$ cat src/rtl/mux4_rr_arbiter.sv
// Round-robin owner arbiter for a shared 4:1 single-bit mux path; grant/select are registered.
// Latency 1 cycle req->gnt; a grant ends on owner req drop or HOLD_MAX expiry, re-arbitrating in the same edge.
module mux4_rr_arbiter #(
  parameter int HOLD_MAX = 8
) (
  input  logic       clk,
  input  logic       rst,
  input  logic [3:0] req,
  output logic [3:0] gnt,
  output logic [1:0] sel,
  output logic       valid
);

  localparam int CW = $clog2(HOLD_MAX + 1);

  typedef enum logic {IDLE, GRANT} state_t;

  state_t          state;
  logic [1:0]      ptr;
  logic [CW-1:0]   hold_cnt;

  logic            rel_now;
  logic [1:0]      search_ptr;
  logic            win_found;
  logic [1:0]      win_idx;

  // First set bit scanning ptr, ptr+1, ptr+2, ptr+3; scanned backwards so the nearest wins.
  always_comb begin
    logic [1:0] idx;
    win_found = 1'b0;
    win_idx   = 2'd0;
    idx       = 2'd0;
    for (int k = 3; k >= 0; k--) begin
      idx = search_ptr + 2'(k);
      if (req[idx]) begin
        win_found = 1'b1;
        win_idx   = idx;
      end
    end
  end

  always_comb begin
    rel_now    = (state == GRANT) && (!req[sel] || (hold_cnt == CW'(HOLD_MAX)));
    // After a release the owner is searched last, so the scan starts just past it.
    search_ptr = (state == GRANT) ? sel + 2'd1 : ptr;
  end

  always_ff @(posedge clk or posedge rst) begin
    if (rst) begin
      state    <= IDLE;
      gnt      <= 4'b0000;
      sel      <= 2'b00;
      valid    <= 1'b0;
      ptr      <= 2'd0;
      hold_cnt <= '0;
    end else begin
      case (state)
        IDLE: begin
          if (win_found) begin
            state    <= GRANT;
            gnt      <= 4'b0001 << win_idx;
            sel      <= win_idx;
            valid    <= 1'b1;
            hold_cnt <= CW'(1);
          end
        end
        GRANT: begin
          if (!rel_now) begin
            hold_cnt <= hold_cnt + 1'b1;
          end else begin
            ptr <= sel + 2'd1;
            if (win_found) begin
              gnt      <= 4'b0001 << win_idx;
              sel      <= win_idx;
              hold_cnt <= CW'(1);
            end else begin
              // sel keeps the last owner so the mux path stays put while idle.
              state    <= IDLE;
              gnt      <= 4'b0000;
              valid    <= 1'b0;
              hold_cnt <= '0;
            end
          end
        end
        default: begin
          state <= IDLE;
          gnt   <= 4'b0000;
          valid <= 1'b0;
        end
      endcase
    end
  end

endmodule

$ cat config.mk
export PLATFORM = sky130hd
export DESIGN_NAME = mux4_rr_arbiter
export DESIGN_NICKNAME = d
export VERILOG_FILES = /design/src/rtl/mux4_rr_arbiter.sv
export SDC_FILE = /design/constraint.sdc
export NUM_CORES = 1
export LEC_CHECK = 0
export CAP_MARGIN = 30
export CORE_MARGIN = 4
export CORE_UTILIZATION = 58
export CTS_BUF_LIST = sky130_fd_sc_hd__clkbuf_8
export CTS_CLUSTER_SIZE = 14
export DETAILED_ROUTE_END_ITERATION = 16
export PLACE_DENSITY = 0.94
export SETUP_SLACK_MARGIN = 0.1
export SYNTH_ARGS = -nofsm -noshare
export SYNTH_HDL_FRONTEND = slang
export SYNTH_SLANG_ARGS = --single-unit
$ cat constraint.sdc
create_clock -name clk -period 5.2 [get_ports clk]
set_input_delay 1.04 -clock clk [delete_from_list [all_inputs] [get_ports clk]]
set_output_delay 1.04 -clock clk [all_outputs]
set_load 0.02 [all_outputs]
==> results of run 1 <==
[final timing paths]
check | from | end | slack [ns]
hold / removal | gnt[1] | gnt[1] | 0.49
min in group asynchronous | rst | gnt[0] | 1.13
hold reg to reg | gnt[1] | gnt[1] | 0.49
setup reg to reg | sel[0] | sel[0] | 3.25
setup / recovery | req[3] | sel[0] | 2.47
max in group asynchronous | rst | hold_cnt[0] | 3.73
[cell type report]
class	count	area (µm²)	area share, %
Tap cell	15	18.8	1.92
Timing Repair Buffer	12	120	12.3
Inverter	5	18.8	1.92
Clock buffer	3	41.3	4.21
Sequential cell	14	350	35.8
Multi-Input combinational cell	61	430	43.9
[sequential cells by signal, indices dropped and copies added, names as in the netlist]
register  cells
state         1
gnt           4
ptr           2
sel           2
valid         1
hold_cnt      4
[critical path, cell delays in order]
cell             delay (ns)
clkdlybuf4s50_1        0.52
mux4_1                 0.54
nand2_1                0.15
nor2_2                 0.08
nor2_4                 0.16
mux2_2                 0.35
[routing by layer]
metal  wire, µm  GRT usage (%)  up-vias
met5          0              0        -
li1           -              -      332
met3         79           3.16        7
met2        797           32.3       16
met4         49           12.3        0
met1        742           22.3      313
[stage by stage]
step | util [%] | total power, mW | instance area [µm²] | std cells
final | 75.3 | 0.554 | 980 | 110
after global routing | 75.3 | 0.591 | 980 | 110
after global placement | 72.1 | 0.454 | 938 | 107
after floorplan | - | 0.376 | 811 | 81
after detailed placement | 72.1 | 0.465 | 938 | 107
after CTS | 75.3 | 0.553 | 980 | 110
[cell usage after synthesis (2+ instances only)]
cell and count:
a32o_1 2, mux2i_1 3, mux2_2 3, nor2b_1 2
ha_1 3, dfrtp_1 14, inv_1 4, nand2_1 10
nor2_1 4, nor3_1 2, o21ai_1 2, and3b_1 2
o21ai_0 9, a211oi_1 2
[cell usage in the layout (no fill, tap or decap), types with 2 or more instances in the layout]
master / instances
mux2i_1: 3
o21ai_0: 9
o21ai_1: 2
nand2_1: 10
a211oi_1: 2
nor2b_1: 2
dfrtp_1: 14
nor3_1: 2
clkbuf_8: 3
inv_1: 4
clkdlybuf4s50_1: 12
ha_1: 3
nor2_1: 4
mux2_2: 3
a32o_1: 2
and3b_1: 2
[power by group]
group	total (mW)	internal, mW	switching [mW]
logic	0.270	0.128	0.141
registers	0.198	0.151	0.0469
clock network	0.0861	0.0511	0.0349
total	0.554	0.331	0.223
[logic make-up (layout without fill, tap and decap cells)]
logic type                 count (synthesis)  after routing  share of synthesized area, %
AOI/OAI and AO/OA                         22             22                          17.7
xor gates and xnor gates                   1              1                          1.08
adders and majority gates                  3              3                          4.63
buffers and inverters                      6             20                          3.70
DFF                                       14             14                          43.2
muxes                                      7              7                          11.1
and+or+nand+nor                           28             28                          18.5
==> out/results.txt, run 1 <==
Vias per inst: 6.07
Mean post-synth cell area: 10.0 µm²
Worst hold path depth: 2
Post-CTS sizing: 0
Cell Area, Synth: 811 µm²
Crit Path Class: in -> reg
CTS tree: yes
Drt first-iter violations: 17
Layout area overhead: 20.8%
Io pins: 13
Hold slack: 0.493 ns
Max-cap violation count: 0
Yosys top cell area share: 43.2%
Antenna-violating nets left: 0
WP data arrival: 2.86 ns
Latest clock arrival within the worst-skew pair: 0.24 ns
Number of synthesized flops with an enable pin: 0
Post-synthesis async set-or-reset flop share: 100%
DRC errors left: 0
Initial antenna violation count: 0
Required @ worst endpoint: 5.32 ns
Die Ht: 45.4 µm
Pleak: 0.445 nW
Cells after Synth: 81
Via Count: 668
Share of layout cells above drive strength 1: 9.47%
Synth area leaders: dfrtp_1 (43%), o21ai_0 (5.6%), ha_1 (4.6%), nand2_1 (4.6%), mux2_2 (4.2%)
Final setup TNS: 0 ns
Total setup buffers inserted after CTS: 0
Fmax achieved: 366 MHz
Port bufs: 12
Worst Path Max Fanout: 7
Layout net count: 106
Routed WL: 1670 µm
Number of global-route vias before repair: 659
# diodes: 0
Seq/Total Area, Yosys: 43.2%
Synth Flop Type: dfrtp_1
Worst slew pin tran: 0.562 ns
Die width: 45.4 µm
Fin. Hold Viols: 0
Fin worst setup slack: 2.47 ns
Status: finished, final reports clean
Hold buffers post-CTS: 0
Final setup vio count: 0
First-pass GRT wire length: 2800 µm
GP Congestion: 0.868
Yosys top cell by area: dfrtp_1
P per Cell Area: 565 nW/µm²
Grt total ovfl: 0
CTS Root Cell: clkbuf_8
CP Capture Type: register
VDD IR max: 0.389 mV
Clk pin slew, worst setup/hold paths: 0.05 ns
Tot GR Track Use: 19.2%
Max Slew Vio Count: 0
Syn_nets: 90
Core Rows: 13
Num CTS Buffers: 3
Pre-CTS WS: 2.25 ns
Die area: 2060 µm²
Avg WL per Cell: 15.2 µm
CP Launch Type: primary input
Clock Skew: 0.000639 ns
Synthesis warning total: 0
Register-to-Register Path Depth: 5
Largest net degree at the start of global routing: 15
Drt first pass iters: 4
Post-synth cell types: 33
HPWL after DPL: 1270 µm
Min cycle time layout: 2.73 ns
Starting density of the core: 62.3%
Clock sink count: 14
Hold Crit Class: reg -> reg
Depth of the CTS H-tree: 1
Core Region: 1300 µm²
RSZ-0062 raised after global routing: no
Layout fillers: 93
Slew margin rel.: 62.3%
Clock Path Buffers: 2
Fin crit share: 52.6%
Flip-flop and latch count after synthesis: 14
Power figures use the tool's default switching activity.
==> run 2: changes to the inputs <==
--- a/config.mk
+++ b/config.mk
@@ -7,11 +7,11 @@
 export LEC_CHECK = 0
 export CAP_MARGIN = 30
 export CORE_MARGIN = 4
-export CORE_UTILIZATION = 58
+export CORE_UTILIZATION = 54
 export CTS_BUF_LIST = sky130_fd_sc_hd__clkbuf_8
 export CTS_CLUSTER_SIZE = 14
 export DETAILED_ROUTE_END_ITERATION = 16
-export PLACE_DENSITY = 0.94
+export PLACE_DENSITY = 0.88
 export SETUP_SLACK_MARGIN = 0.1
 export SYNTH_ARGS = -nofsm -noshare
 export SYNTH_HDL_FRONTEND = slang
==> constraint.sdc (replaced) <==
create_clock -name clk -period 2.61 [get_ports clk]
set_input_delay 0.522 -clock clk [delete_from_list [all_inputs] [get_ports clk]]
set_output_delay 0.522 -clock clk [all_outputs]
set_load 0.02 [all_outputs]
==> run 2 against run 1 <==
  * Cell count up 1.8%
  * Worst hold slack got worse by 0.0047 ns
  * Global-route usage is 0.66 points higher
  * Combinational power grew 100%
  * Clock skew up 0.0031 ns
  * Power grew 110%
  * Wire length rose by 2.2%
  * First-iteration DRC count decreased by 12%
  * Sequential share of layout area fell by 0.76 points
  * Sequential cell count did not move
  * Die area is 6.1% higher
  * Largest power group unchanged
==> out/results.txt, run 2 (synthesized netlist as in run 1, its figures left out) <==
Number of global-route vias before repair: 710
Clock Path Buffers: 2
VDD IR max: 0.773 mV
DRC errors left: 0
Layout net count: 107
Depth of the CTS H-tree: 1
Largest regs: gnt (4), hold_cnt (4)
CP max stage delay: 0.63 ns
Pleak: 0.457 nW
Clock sink count: 14
Hold slack: 0.488 ns
Largest net degree at the start of global routing: 15
Grt total ovfl: 0
Die area: 2190 µm²
P per Cell Area: 1150 nW/µm²
Core Region: 1350 µm²
Clk pin slew, worst setup/hold paths: 0.06 ns
Die Ht: 46.8 µm
Met2 Usage GRT: 34.6%
Max Slew Vio Count: 0
Register-to-Register Path Depth: 5
Die width: 46.8 µm
Antenna-violating nets left: 0
RSZ-0062 raised after global routing: no
Starting density of the core: 60.1%
Hold Crit Class: reg -> reg
Critical path depth: 7
Worst Path Max Fanout: 7
Port bufs: 12
CP Launch Type: primary input
Status: finished, final reports clean
Most frequent cells in the layout: dfrtp_1 (14), clkdlybuf4s50_1 (12), nand2_1 (10)
CTS Root Cell: clkbuf_8
Tot GR Track Use: 19.9%
Slew margin rel.: 64.8%
Io pins: 13
Fin crit share: 84.3%
CP Capture Type: register
CTS tree: yes
Clock Skew: 0.00378 ns
Avg WL per Cell: 15.2 µm
GP Congestion: 0.861
Total setup buffers inserted after CTS: 0
Delay-heaviest family, CP: simple AND/OR/NAND/NOR gates
Latest clock arrival within the worst-skew pair: 0.24 ns
HPWL after DPL: 1310 µm
Routed WL: 1710 µm
Final setup TNS: 0 ns
Share of layout cells above drive strength 1: 11.3%
WP buf/inv: 2
Min cycle time layout: 2.20 ns
WP data arrival: 2.31 ns
Final setup vio count: 0
# diodes: 0
GR Util met1: 23.1%
Drt first pass iters: 5
First-pass GRT wire length: 3040 µm
Required @ worst endpoint: 2.72 ns
Fin. Hold Viols: 0
Initial antenna violation count: 0
Num CTS Buffers: 3
Worst hold path depth: 2
Commonest non-fill, non-tap cell in the layout: dfrtp_1
Via Count: 698
Layer with the highest usage: met2
Fmax achieved: 455 MHz
Crit Path Class: in -> reg
M3 GR Usage: 4.60%
Post-CTS sizing: 0
Hold buffers post-CTS: 0
Slowest CP cell: or4_1
Layout area overhead: 23.5%
Layout fillers: 109
Chain of cells forming the critical path: clkdlybuf4s50_1, or4_1, inv_2, ha_1, nor2_1, nand4_1, o21ai_0
Core Rows: 13
Drt first-iter violations: 15
Worst slew pin tran: 0.527 ns
Vias per inst: 6.23
Max-cap violation count: 0
-- run 2: final cells by class --
type                       count  area [µm²]  share of cell area, %
multi-input combinational     61         430                   43.0
sequential                    14         350                   35.0
timing repair buffer          13         128                   12.7
clock buffer                   4        55.1                   5.50
inverter                       5        18.8                   1.88
tap                           15        18.8                   1.88
-- run 2: metrics by stage --
stage,std cells,utilization (%),worst slack [ns],power (mW),cell area [µm²]
2_1_floorplan,81,-,0.705,0.749,811
3_3_place_gp,108,70.1,0.219,0.919,946
3_5_place_dp,108,70.1,0.165,0.942,946
4_1_cts,112,74.1,0.409,1.15,1000
5_1_grt,112,74.1,0.307,1.24,1000
6_report,112,74.1,0.411,1.15,1000
-- run 2: per-layer routing --
layer | up-vias | share of wire, %
met5 | - | 0
met4 | 0 | 1.7
met3 | 4 | 7.0
met2 | 25 | 50
met1 | 336 | 41
li1 | 333 | -
-- run 2: final timing paths --
check | startpoint | slack, ns | endpoint
setup / recovery | req[0] | 0.41 | hold_cnt[3]
hold reg to reg | gnt[1] | 0.49 | gnt[1]
hold / removal | gnt[1] | 0.49 | gnt[1]
max in group asynchronous | rst | 1.65 | hold_cnt[0]
min in group asynchronous | rst | 0.61 | hold_cnt[1]
setup reg to reg | sel[0] | 0.67 | sel[1]
-- run 2: worst reg2reg max path, stage by stage, from the launching register on --
cell and delay [ns]:
dfrtp_1 0.47, mux4_1 0.61, nand2_1 0.16, nor2_2 0.08
nor2_4 0.15, mux2_2 0.35
-- run 2: power by group --
group / internal, mW / switching (mW)
logic: 0.265 / 0.278
registers: 0.301 / 0.0949
clock network: 0.134 / 0.0738
total: 0.700 / 0.447
